[src/rtl/n163_irq_snd_regs.sv]
// ---------------------------------------------------------------------------
// n163_irq_snd_regs
//
// Purpose:
//   CPU-side register block for the Namco 163 mapper (mapper 19). It holds
//   the 15-bit CPU-cycle IRQ counter, the expansion-sound address port and,
//   optionally, the 128-byte internal sound RAM. It returns IRQ, read data
//   and the read output-enable to the mapper output bundle.
//
// Optional feature macro: N163_RAM_EN
//   Defined   : the 128-byte sound RAM is built. DAT accesses read and write
//               it, and the audio engine reads it through snd_rd_addr.
//   Undefined : no RAM is built. DAT reads are not driven (dout_oe=0), DAT
//               writes are dropped, and snd_rd_dat is tied to 0. The sound
//               address register and its auto-increment still work.
//
// Ports:
//   clk         in   system clock, rising edge
//   rst_n       in   asynchronous active-low reset
//   m2          in   CPU phi2, already synchronous to clk
//   cpu_addr    in   CPU address [15:0]
//   cpu_dat     in   CPU write data [7:0]
//   cpu_rw      in   1 = read, 0 = write
//   irq         out  IRQ request, active high
//   dout        out  register / RAM read data (registered)
//   dout_oe     out  dout valid, drives the CPU data bus (combinational)
//   snd_addr    out  current sound RAM address
//   snd_rd_addr in   audio engine RAM read address
//   snd_rd_dat  out  audio engine RAM read data, 1 clk latency
//
// Register map (decoded on cpu_addr[15:11]):
//   0x4800-0x4FFF DAT   sound RAM data port, post-increment
//   0x5000-0x57FF LO    counter bits [7:0]
//   0x5800-0x5FFF HI    {enable, counter bits [14:8]}
//   0xF800-0xFFFF ADR   {autoinc, sound address}, write-only
// ---------------------------------------------------------------------------
module n163_irq_snd_regs #(
   parameter int RAM_AW = 7,
   parameter int CNT_W  = 15
) (
   input  logic              clk,
   input  logic              rst_n,
   input  logic              m2,
   input  logic [15:0]       cpu_addr,
   input  logic [7:0]        cpu_dat,
   input  logic              cpu_rw,
   output logic              irq,
   output logic [7:0]        dout,
   output logic              dout_oe,
   output logic [RAM_AW-1:0] snd_addr,
   input  logic [RAM_AW-1:0] snd_rd_addr,
   output logic [7:0]        snd_rd_dat
);

   localparam logic [CNT_W-1:0]  CNT_MAX  = {CNT_W{1'b1}};
   localparam logic [CNT_W-1:0]  CNT_ONE  = {{(CNT_W-1){1'b0}}, 1'b1};
   localparam logic [RAM_AW-1:0] ADDR_ONE = {{(RAM_AW-1){1'b0}}, 1'b1};

   // Counter FSM. IDLE: disabled. COUNT: enabled, stepping unless the
   // counter was loaded with the terminal value directly. FIRED: the counter
   // stepped into the terminal value; this state alone drives irq.
   typedef enum logic [1:0] {
      ST_IDLE  = 2'd0,
      ST_COUNT = 2'd1,
      ST_FIRED = 2'd2
   } cnt_state_t;

   cnt_state_t        state_q, state_d;
   logic [CNT_W-1:0]  cnt_q, cnt_d;
   logic              en_q, en_d;
   logic [RAM_AW-1:0] snd_addr_q, snd_addr_d;
   logic              autoinc_q, autoinc_d;
   logic [7:0]        dout_q, dout_d;
   logic              m2_q;

   logic tick;
   logic sel_lo, sel_hi, sel_dat, sel_adr;
   logic wr_lo, wr_hi, wr_adr, wr_dat;
   logic acc_dat;
   logic step_ok;
   logic dat_oe;
   logic [7:0] ram_rd_q;

   // Address bits below the 2 KiB decode granularity are not used here.
   logic unused_in;
   assign unused_in = ^{cpu_addr[10:0], snd_rd_addr};

   // ------------------------------------------------------------------
   // M2 falling-edge detect: one clk per CPU cycle, at the end of phi2.
   // ------------------------------------------------------------------
   always_ff @(posedge clk or negedge rst_n) begin
      if (!rst_n) begin
         m2_q <= 1'b0;
      end else begin
         m2_q <= m2;
      end
   end

   assign tick = m2_q & ~m2;

   // ------------------------------------------------------------------
   // Address decode
   // ------------------------------------------------------------------
   assign sel_dat = (cpu_addr[15:11] == 5'b01001);
   assign sel_lo  = (cpu_addr[15:11] == 5'b01010);
   assign sel_hi  = (cpu_addr[15:11] == 5'b01011);
   assign sel_adr = (cpu_addr[15:11] == 5'b11111);

   assign wr_lo   = tick & ~cpu_rw & sel_lo;
   assign wr_hi   = tick & ~cpu_rw & sel_hi;
   assign wr_adr  = tick & ~cpu_rw & sel_adr;
   assign wr_dat  = tick & ~cpu_rw & sel_dat;
   // Either direction of DAT access advances the address pointer.
   assign acc_dat = tick & sel_dat;

   // A counter loaded with the terminal value while enabled sits in COUNT
   // but must not step (and so never raises irq).
   assign step_ok = (state_q == ST_COUNT) && (cnt_q != CNT_MAX);

`ifdef N163_RAM_EN
   assign dat_oe = sel_dat;
`else
   assign dat_oe = 1'b0;
`endif

   // ------------------------------------------------------------------
   // Next-state logic
   // ------------------------------------------------------------------
   always_comb begin
      cnt_d      = cnt_q;
      en_d       = en_q;
      state_d    = state_q;
      snd_addr_d = snd_addr_q;
      autoinc_d  = autoinc_q;
      dout_d     = 8'h00;

      // A LO/HI write takes priority over the step of the same CPU cycle.
      if (wr_lo) begin
         cnt_d[7:0] = cpu_dat;
      end else if (wr_hi) begin
         cnt_d[14:8] = cpu_dat[6:0];
         en_d        = cpu_dat[7];
      end else if (tick && step_ok) begin
         cnt_d = cnt_q + CNT_ONE;
      end

      case (state_q)
         ST_IDLE: begin
            if (wr_lo || wr_hi) begin
               state_d = en_d ? ST_COUNT : ST_IDLE;
            end
         end
         ST_COUNT: begin
            if (wr_lo || wr_hi) begin
               state_d = en_d ? ST_COUNT : ST_IDLE;
            end else if (tick && step_ok && (cnt_d == CNT_MAX)) begin
               state_d = ST_FIRED;
            end
         end
         ST_FIRED: begin
            if (wr_lo || wr_hi) begin
               state_d = en_d ? ST_COUNT : ST_IDLE;
            end
         end
         default: begin
            state_d = ST_IDLE;
         end
      endcase

      if (wr_adr) begin
         snd_addr_d = cpu_dat[6:0];
         autoinc_d  = cpu_dat[7];
      end else if (acc_dat && autoinc_q) begin
         snd_addr_d = snd_addr_q + ADDR_ONE;
      end

      // Read data is captured every clk while the CPU drives a read.
      if (m2 && cpu_rw) begin
         if (sel_lo) begin
            dout_d = cnt_q[7:0];
         end else if (sel_hi) begin
            dout_d = {en_q, cnt_q[14:8]};
         end else if (dat_oe) begin
            dout_d = ram_rd_q;
         end
      end
   end

   // ------------------------------------------------------------------
   // State registers
   // ------------------------------------------------------------------
   always_ff @(posedge clk or negedge rst_n) begin
      if (!rst_n) begin
         state_q    <= ST_IDLE;
         cnt_q      <= '0;
         en_q       <= 1'b0;
         snd_addr_q <= '0;
         autoinc_q  <= 1'b0;
         dout_q     <= 8'h00;
      end else begin
         state_q    <= state_d;
         cnt_q      <= cnt_d;
         en_q       <= en_d;
         snd_addr_q <= snd_addr_d;
         autoinc_q  <= autoinc_d;
         dout_q     <= dout_d;
      end
   end

   // ------------------------------------------------------------------
   // Sound RAM
   // ------------------------------------------------------------------
`ifdef N163_RAM_EN
   logic [7:0] ram [0:(1<<RAM_AW)-1];
   logic [7:0] snd_rd_dat_q;

   // CPU port: write at the tick, registered read of the current pointer.
   // A same-clk write and read of one address returns the old byte.
   always_ff @(posedge clk) begin
      if (wr_dat) begin
         ram[snd_addr_q] <= cpu_dat;
      end
      ram_rd_q <= ram[snd_addr_q];
   end

   // Audio port: independent registered read every clk.
   always_ff @(posedge clk or negedge rst_n) begin
      if (!rst_n) begin
         snd_rd_dat_q <= 8'h00;
      end else begin
         snd_rd_dat_q <= ram[snd_rd_addr];
      end
   end

   assign snd_rd_dat = snd_rd_dat_q;
`else
   logic unused_wr;
   assign unused_wr  = wr_dat;
   assign ram_rd_q   = 8'h00;
   assign snd_rd_dat = 8'h00;
`endif

   // ------------------------------------------------------------------
   // Outputs
   // ------------------------------------------------------------------
   assign irq      = (state_q == ST_FIRED);
   assign dout     = dout_q;
   assign dout_oe  = m2 & cpu_rw & (sel_lo | sel_hi | dat_oe);
   assign snd_addr = snd_addr_q;

endmodule
[config.mk]
export PLATFORM = sky130hd
export DESIGN_NAME = n163_irq_snd_regs
export DESIGN_NICKNAME = d
export VERILOG_FILES = /design/src/rtl/n163_irq_snd_regs.sv
export SDC_FILE = /design/constraint.sdc
export NUM_CORES = 1
export LEC_CHECK = 0
export CORE_MARGIN = 5
export CORE_UTILIZATION = 50
export CTS_BUF_LIST = sky130_fd_sc_hd__clkbuf_16
export DETAILED_ROUTE_END_ITERATION = 10
export GPL_TIMING_DRIVEN = 1
export PLACE_DENSITY = 0.81
export SYNTH_ARGS = -nofsm -noshare
export SYNTH_HDL_FRONTEND = slang
export SYNTH_SLANG_ARGS = --single-unit
export TNS_END_PERCENT = 1
[constraint.sdc]
create_clock -name clk -period 6.4 [get_ports clk]
set_clock_uncertainty 0.1 [all_clocks]
set_input_delay 1.28 -clock clk [delete_from_list [all_inputs] [get_ports clk]]
set_output_delay 1.28 -clock clk [all_outputs]
set_load 0.1 [all_outputs]
==> flow_results.xml, run 1 <==
<?xml version="1.0" encoding="UTF-8"?>
<metrics>
  <group name="status">
    <metric name="status" unit="">complete, no violations</metric>
  </group>
  <group name="clock_tree">
    <metric name="numCtsBuffers" unit="">5</metric>
    <metric name="cts_repair_resize_count" unit="">0</metric>
    <metric name="cts_post_setup_buffers_inserted" unit="">0</metric>
    <metric name="cts-htree-levels" unit="">2</metric>
    <metric name="cts_hold_buf" unit="">0</metric>
    <metric name="ctsRootBufferMaster" unit="">clkbuf_16</metric>
    <metric name="clkLatencyLatePin" unit="ns">0.27</metric>
    <metric name="tritoncts" unit="">yes</metric>
    <metric name="cts_num_sinks" unit="">35</metric>
    <metric name="path_clk_slew" unit="ns">0.05</metric>
    <metric name="longest_clk_path_bufs" unit="">2</metric>
  </group>
  <group name="synthesis">
    <metric name="ff_latch_count_synth" unit="">35</metric>
    <metric name="synth-edff-count" unit="">0</metric>
    <metric name="yosysSeqAreaShare" unit="">0.388</metric>
    <metric name="main_synth_ff_type" unit="">dfrtp_1</metric>
    <metric name="mappedNetlistArea" unit="µm²">2250</metric>
    <metric name="synth.distinct_cells" unit="">59</metric>
    <metric name="synthesis.instances" unit="">248</metric>
    <metric name="yosys_warnings" unit="">0</metric>
    <metric name="synthArstFlopShare" unit="">1.00</metric>
    <metric name="avgSynthCellArea" unit="µm²">9.09</metric>
  </group>
  <group name="setup_path">
    <metric name="req_time_crit_path" unit="ns">5.02</metric>
    <metric name="timing.critical_path.cells" unit="">clkdlybuf4s50_1 &gt; and4bb_2 &gt; nand3_1 &gt; inv_1 &gt; clkdlybuf4s50_1</metric>
    <metric name="cp_slowest_stage_delay" unit="ns">1.13</metric>
    <metric name="slowest_stage" unit="">clkdlybuf4s50_1</metric>
    <metric name="critical_path.top_delay_family" unit="">buffers and inverters</metric>
    <metric name="launching_element_type_of_the_critical_path" unit="">primary input</metric>
    <metric name="crit_path_frequent_cell" unit="">clkdlybuf4s50_1</metric>
    <metric name="critical_path_buf_inv_count" unit="">3</metric>
    <metric name="crit_arrival" unit="ns">3.73</metric>
    <metric name="endpoint_kind" unit="">output port</metric>
    <metric name="critical_path_peak_fanout" unit="">9</metric>
    <metric name="critPathKind" unit="">primary input to output port</metric>
  </group>
  <group name="finish">
    <metric name="flow.area_growth_from_synthesis" unit="%">21.5</metric>
    <metric name="layout.core_utilization" unit="">0.629</metric>
    <metric name="finish.net_count" unit="">319</metric>
    <metric name="layout-drive-gt1-share" unit="">0.0780</metric>
    <metric name="antenna_cells_inserted" unit="">0</metric>
  </group>
  <group name="timing">
    <metric name="hold-worst-slack" unit="ns">0.417</metric>
    <metric name="postLayoutSetupSlackWorst" unit="ns">1.29</metric>
    <metric name="tightestPinTransition" unit="ns">0.967</metric>
    <metric name="rsz0062_at_grt" unit="">no</metric>
    <metric name="slew_violations" unit="">0</metric>
    <metric name="layout_min_cycle_time" unit="ns">5.11</metric>
    <metric name="max-slew-margin-rel" unit="">0.353</metric>
    <metric name="report.final.hold_viol_count" unit="">0</metric>
    <metric name="setup_total_negative_slack" unit="ns">0</metric>
    <metric name="min_period_over_period" unit="">0.798</metric>
    <metric name="setup-violations-final" unit="">0</metric>
    <metric name="clock.fmax" unit="GHz">0.196</metric>
  </group>
  <group name="drt">
    <metric name="vias_per_cell" unit="">6.10</metric>
    <metric name="dr.pass1.iters" unit="">4</metric>
    <metric name="detailed_route_iter0_violations" unit="">204</metric>
    <metric name="routed-via-count" unit="">2037</metric>
    <metric name="route.detailed.wl_per_inst" unit="µm">18.0</metric>
    <metric name="remaining_drc_errors" unit="">0</metric>
    <metric name="final_antenna_net_count" unit="">0</metric>
    <metric name="wirelength" unit="mm">6.02</metric>
  </group>
  <group name="pwr">
    <metric name="seq_power_share" unit="">0.422</metric>
    <metric name="pwr-share-comb" unit="">0.254</metric>
    <metric name="p_per_area" unit="nW/µm²">250</metric>
    <metric name="p_switching" unit="W">0.000240</metric>
    <metric name="pwr-share-clk" unit="">0.324</metric>
    <metric name="leakagePower" unit="nW">1.14</metric>
    <metric name="swShare" unit="">0.350</metric>
    <metric name="peak_vdd_ir" unit="mV">0.193</metric>
    <metric name="cellInternalPower" unit="W">0.000444</metric>
  </group>
  <group name="min_path">
    <metric name="holdCritPathClass" unit="">flop to flop</metric>
  </group>
  <group name="placed_design">
    <metric name="routabilityCongestion" unit="">0.923</metric>
    <metric name="dp_slack" unit="ns">1.30</metric>
    <metric name="detailedPlacementHpwl" unit="mm">4.52</metric>
    <metric name="place.port_buffers" unit="">33</metric>
  </group>
  <group name="run">
    <metric name="maxCapViolCount" unit="">0</metric>
  </group>
  <group name="grt">
    <metric name="grt_max_degree" unit="">36</metric>
    <metric name="total_congestion_overflow" unit="">0</metric>
    <metric name="first_pass_grt_wire_length" unit="mm">9.95</metric>
    <metric name="grt_antenna_before_repair" unit="">0</metric>
    <metric name="vias_in_the_first_global_route" unit="">2016</metric>
    <metric name="grt_use_total" unit="">0.205</metric>
  </group>
  <group name="floorplan">
    <metric name="initial_utilization" unit="">0.518</metric>
    <metric name="core_region" unit="µm²">4350</metric>
    <metric name="die_height" unit="µm">77.2</metric>
    <metric name="die-area" unit="µm²">5950</metric>
    <metric name="rows" unit="">24</metric>
    <metric name="io_pins" unit="">60</metric>
    <metric name="die-width" unit="µm">77.2</metric>
  </group>
</metrics>
[worst reg2reg max path, cell delays in order, from the launching register on]
cell      delay, ns
dfrtp_1        0.46
ha_1           0.35
and4_1         0.29
nand4_1        0.27
o211ai_1       0.26
nand2b_1       0.11
or4_1          0.53
or4_1          0.59
o21ba_1        0.19
[logic make-up (layout without fill, tap and decap cells)]
kind of cell	count (synthesis)	in the layout	synth area share
compound gates	61	61	0.192
xor+xnor	7	7	0.0272
fa+ha+maj	2	2	0.0111
buf+inv	25	52	0.0566
flops	35	35	0.388
mux	8	8	0.0366
other cells	1	8	0.00166
simple gates	109	109	0.286
[cell type report]
type                    instances  area (µm²)
clock buffers                   5         125
clock inverters                 2        8.76
fillers                       361        1620
inverters                       9        33.8
multi-input cells             195        1280
flip-flops and latches         35         876
well taps                      52        65.1
repair buffers                 36         353
[sequential cells by signal (all words and copies together) (netlist names)]
signal	flops
state_q	2
autoinc_q	1
cnt_q	15
en_q	1
snd_addr	7
dout	8
m2_q	1
[layout by cell type (no fill, tap or decap), drive strengths merged, types with 9 or more instances in the layout]
cell type | synthesis | final
clkdlybuf4s50 | 0 | 33
nor3 | 10 | 10
a21oi | 12 | 12
o21ai | 14 | 14
nor2 | 12 | 12
nand3 | 9 | 9
dfrtp | 35 | 35
nand2 | 31 | 31
inv | 9 | 9
[path summary, 6_finish.rpt]
kind	start	endpoint	depth (start not counted)	slack, ns
hold reg to reg	autoinc_q	autoinc_q	1	0.42
hold / removal	autoinc_q	autoinc_q	1	0.42
setup / recovery	cpu_addr[12]	dout_oe	5	1.29
max in group asynchronous	rst_n	cnt_q[1]	2	4.56
min in group asynchronous	rst_n	dout[3]	2	1.33
setup reg to reg	cnt_q[0]	state_q[0]	8	3.15
[Yosys cell counts (all sizes together), types with 3 or more instances]
master  number  area (µm²)
nor4         4        25.0
nand2       31         116
nor3b        3        27.5
and3         3        18.8
a211oi       6        45.0
o311ai       3        26.3
buf         11        75.1
or3          4        25.0
xnor2        4        35.0
o31ai        3        22.5
nor2        12        61.3
nand3        9        45.0
xor2         3        26.3
o211ai       5        37.5
or4          3        22.5
nand4        8        56.3
clkbuf       5        18.8
mux2i        6        60.1
a21oi       12        60.1
dfrtp       35         876
nor2b        4        25.0
o21ai       14        70.1
inv          9        33.8
and4         4        35.0
nor3        10        50.1
[power by group through the flow]
stage	Combinational [W]	Sequential, W	Clock [W]
floorplan	0.000102	0.000304	0
global placement	0.000170	0.000292	0
detailed placement	0.000171	0.000291	0
CTS	0.000172	0.000287	0.000229
global route	0.000186	0.000292	0.000237
finish	0.000174	0.000289	0.000221
[metal layers]
layer	vias up	GRT usage	share of wire
met5	-	0	0
met4	0	0.0928	0.040
met3	19	0.0340	0.068
met2	88	0.313	0.46
met1	950	0.284	0.44
li1	980	-	-
[per-stage QoR]
step	instances	instance area, µm²	total power [W]
3_3_place_gp	327	2610	0.000462
3_5_place_dp	327	2610	0.000462
2_1_floorplan	255	2280	0.000406
6_report	334	2740	0.000684
5_1_grt	334	2740	0.000715
4_1_cts	334	2740	0.000688
(Power assumes the default switching activity.)
==> run 2, diff against run 1 <==
--- a/config.mk
+++ b/config.mk
@@ -6,11 +6,11 @@
 export NUM_CORES = 1
 export LEC_CHECK = 0
 export CORE_MARGIN = 5
-export CORE_UTILIZATION = 50
+export CORE_UTILIZATION = 44
 export CTS_BUF_LIST = sky130_fd_sc_hd__clkbuf_16
 export DETAILED_ROUTE_END_ITERATION = 10
 export GPL_TIMING_DRIVEN = 1
-export PLACE_DENSITY = 0.81
+export PLACE_DENSITY = 0.76
 export SYNTH_ARGS = -nofsm -noshare
 export SYNTH_HDL_FRONTEND = slang
 export SYNTH_SLANG_ARGS = --single-unit
==> constraint.sdc (replaced) <==
create_clock -name clk -period 4.12 [get_ports clk]
set_clock_uncertainty 0.1 [all_clocks]
set_input_delay 0.824 -clock clk [delete_from_list [all_inputs] [get_ports clk]]
set_output_delay 0.824 -clock clk [all_outputs]
set_load 0.1 [all_outputs]
==> flow_results.xml, run 2 (synthesized netlist as in run 1, its figures left out) <==
<?xml version="1.0" encoding="UTF-8"?>
<metrics>
  <group name="status">
    <metric name="status" unit="">complete, no violations</metric>
  </group>
  <group name="drt">
    <metric name="detailed_route_iter0_violations" unit="">247</metric>
    <metric name="vias_per_cell" unit="">5.89</metric>
    <metric name="wirelength" unit="mm">6.53</metric>
    <metric name="remaining_drc_errors" unit="">0</metric>
    <metric name="dr.pass1.iters" unit="">4</metric>
    <metric name="route.detailed.wl_per_inst" unit="µm">18.1</metric>
    <metric name="final_antenna_net_count" unit="">0</metric>
    <metric name="routed-via-count" unit="">2119</metric>
  </group>
  <group name="pwr">
    <metric name="cellInternalPower" unit="W">0.000695</metric>
    <metric name="pwr-share-clk" unit="">0.338</metric>
    <metric name="p_per_area" unit="nW/µm²">383</metric>
    <metric name="pwr-share-comb" unit="">0.249</metric>
    <metric name="seq_power_share" unit="">0.413</metric>
    <metric name="leakagePower" unit="nW">1.18</metric>
    <metric name="post-layout-total-power" unit="W">0.00108</metric>
    <metric name="swShare" unit="">0.359</metric>
    <metric name="peak_vdd_ir" unit="mV">0.191</metric>
    <metric name="p_switching" unit="W">0.000389</metric>
  </group>
  <group name="clock_tree">
    <metric name="tritoncts" unit="">yes</metric>
    <metric name="numCtsBuffers" unit="">5</metric>
    <metric name="cts_post_setup_buffers_inserted" unit="">0</metric>
    <metric name="path_clk_slew" unit="ns">0.06</metric>
    <metric name="ctsRootBufferMaster" unit="">clkbuf_16</metric>
    <metric name="cts_repair_resize_count" unit="">0</metric>
    <metric name="cts_num_sinks" unit="">35</metric>
    <metric name="cts_hold_buf" unit="">0</metric>
    <metric name="clkLatencyLatePin" unit="ns">0.28</metric>
    <metric name="cts-htree-levels" unit="">2</metric>
    <metric name="longest_clk_path_bufs" unit="">2</metric>
  </group>
  <group name="finish">
    <metric name="antenna_cells_inserted" unit="">0</metric>
    <metric name="num-fill-cells" unit="">465</metric>
    <metric name="most-common-layout-cells" unit="">dfrtp_1 (35), clkdlybuf4s50_1 (32), nand2_1 (31)</metric>
    <metric name="layout-drive-gt1-share" unit="">0.110</metric>
    <metric name="flow.area_growth_from_synthesis" unit="%">25.5</metric>
    <metric name="finalNonFillerCells" unit="">360</metric>
    <metric name="largest_register" unit="">cnt_q</metric>
    <metric name="largest_reg_flops" unit="">15</metric>
    <metric name="multiInputGateArea" unit="µm²">1280</metric>
    <metric name="finish.net_count" unit="">326</metric>
    <metric name="layout.cells.most_common" unit="">dfrtp_1</metric>
    <metric name="ff_latch_area" unit="µm²">876</metric>
  </group>
  <group name="setup_path">
    <metric name="launching_element_type_of_the_critical_path" unit="">primary input</metric>
    <metric name="regToRegSetupSlack" unit="ns">0.94</metric>
    <metric name="critical_path_peak_fanout" unit="">5</metric>
    <metric name="startpoint_of_the_most_critical_setup_path" unit="">cpu_rw</metric>
    <metric name="req_time_crit_path" unit="ns">4.20</metric>
    <metric name="cp_slowest_stage_delay" unit="ns">0.59</metric>
    <metric name="slowest_stage" unit="">or4_1</metric>
    <metric name="timing.critical_path.cells" unit="">clkdlybuf4s50_1 &gt; or3b_4 &gt; nor2_8 &gt; a2111oi_2 &gt; or3_1 &gt; or4_1 &gt; or4_1 &gt; o21ba_1</metric>
    <metric name="endpoint_kind" unit="">flop</metric>
    <metric name="crit_path_frequent_cell" unit="">or4_1</metric>
    <metric name="critical_path_buf_inv_count" unit="">1</metric>
    <metric name="crit_arrival" unit="ns">3.72</metric>
    <metric name="rr_startpoint" unit="">cnt_q[0]</metric>
    <metric name="critPathKind" unit="">primary input to flop</metric>
    <metric name="critical_path.top_delay_family" unit="">simple AND/OR/NAND/NOR gates</metric>
  </group>
  <group name="grt">
    <metric name="grt_antenna_before_repair" unit="">0</metric>
    <metric name="total_congestion_overflow" unit="">0</metric>
    <metric name="grt_max_degree" unit="">36</metric>
    <metric name="vias_in_the_first_global_route" unit="">2127</metric>
    <metric name="grt_use_total" unit="">0.219</metric>
    <metric name="first_pass_grt_wire_length" unit="mm">10.9</metric>
  </group>
  <group name="timing">
    <metric name="layout_min_cycle_time" unit="ns">3.65</metric>
    <metric name="hold-worst-slack" unit="ns">0.410</metric>
    <metric name="setup-violations-final" unit="">0</metric>
    <metric name="tightestPinTransition" unit="ns">0.981</metric>
    <metric name="clock.fmax" unit="GHz">0.274</metric>
    <metric name="report.final.hold_viol_count" unit="">0</metric>
    <metric name="rsz0062_at_grt" unit="">no</metric>
    <metric name="setup_total_negative_slack" unit="ns">0</metric>
    <metric name="slew_violations" unit="">0</metric>
    <metric name="min_period_over_period" unit="">0.885</metric>
    <metric name="max-slew-margin-rel" unit="">0.344</metric>
  </group>
  <group name="run">
    <metric name="maxCapViolCount" unit="">0</metric>
  </group>
  <group name="floorplan">
    <metric name="die-width" unit="µm">81.6</metric>
    <metric name="initial_utilization" unit="">0.447</metric>
    <metric name="die_height" unit="µm">81.6</metric>
    <metric name="core_region" unit="µm²">5040</metric>
    <metric name="io_pins" unit="">60</metric>
    <metric name="rows" unit="">26</metric>
    <metric name="die-area" unit="µm²">6660</metric>
  </group>
  <group name="placed_design">
    <metric name="routabilityCongestion" unit="">0.986</metric>
    <metric name="place.port_buffers" unit="">33</metric>
    <metric name="dp.cells" unit="">352</metric>
    <metric name="detailedPlacementHpwl" unit="mm">4.85</metric>
  </group>
  <group name="min_path">
    <metric name="hold_path.startpoint" unit="">autoinc_q</metric>
    <metric name="holdCritPathClass" unit="">flop to flop</metric>
  </group>
</metrics>
## run 2: cell count changes in the layout (fill, tap and decap cells not counted)
cell             delta
buf_4               +7
clkinv_2            +2
buf_12              +1
clkdlybuf4s50_1     -1
clkinv_1            -1
## run 2: power by group through the flow
stage / clock network [W] / logic (W) / registers, W
CTS: 0.000372 / 0.000271 / 0.000445
finish: 0.000367 / 0.000270 / 0.000447
floorplan: 0 / 0.000158 / 0.000472
global route: 0.000387 / 0.000294 / 0.000455
global placement: 0 / 0.000267 / 0.000451
detailed placement: 0 / 0.000270 / 0.000450
## run 2: through the flow
stage / util / worst slack [ns] / area (µm²)
2_1_floorplan: - / 0.905 / 2280
3_3_place_gp: 0.533 / 0.209 / 2690
3_5_place_dp: 0.533 / 0.194 / 2690
4_1_cts: 0.561 / 0.497 / 2830
5_1_grt: 0.561 / 0.389 / 2830
6_report: 0.561 / 0.473 / 2830
## run 2: worst register-to-register path: stages, from the launching register on
cell	delay (ns)
dfrtp_1	0.46
ha_1	0.33
and4_1	0.27
nand4_1	0.23
o211ai_1	0.25
nand2b_1	0.11
or4_1	0.53
or4_1	0.59
o21ba_1	0.20
## run 2: worst paths after layout
check,endpoint,cells past startpoint
setup reg to reg,state_q[0],8
max in group asynchronous,cnt_q[10],2
hold / removal,autoinc_q,1
min in group asynchronous,dout[3],2
setup / recovery,state_q[0],8
hold reg to reg,autoinc_q,1
## run 2: layout make-up
| type | instances | area share |
|---|---|---|
| clock buffers | 5 | 0.0442 |
| clock inverters | 3 | 0.00531 |
| inverters | 9 | 0.0119 |
| multi-input cells | 195 | 0.451 |
| flip-flops and latches | 35 | 0.309 |
| well taps | 70 | 0.0309 |
| repair buffers | 43 | 0.147 |
## run 2: layer usage
layer,GRT usage,part of all wire,up-vias
met3,0.0537,0.066,15
met5,0,0,-
met4,0.0847,0.025,0
met1,0.269,0.42,1023
li1,-,-,994
met2,0.369,0.49,87
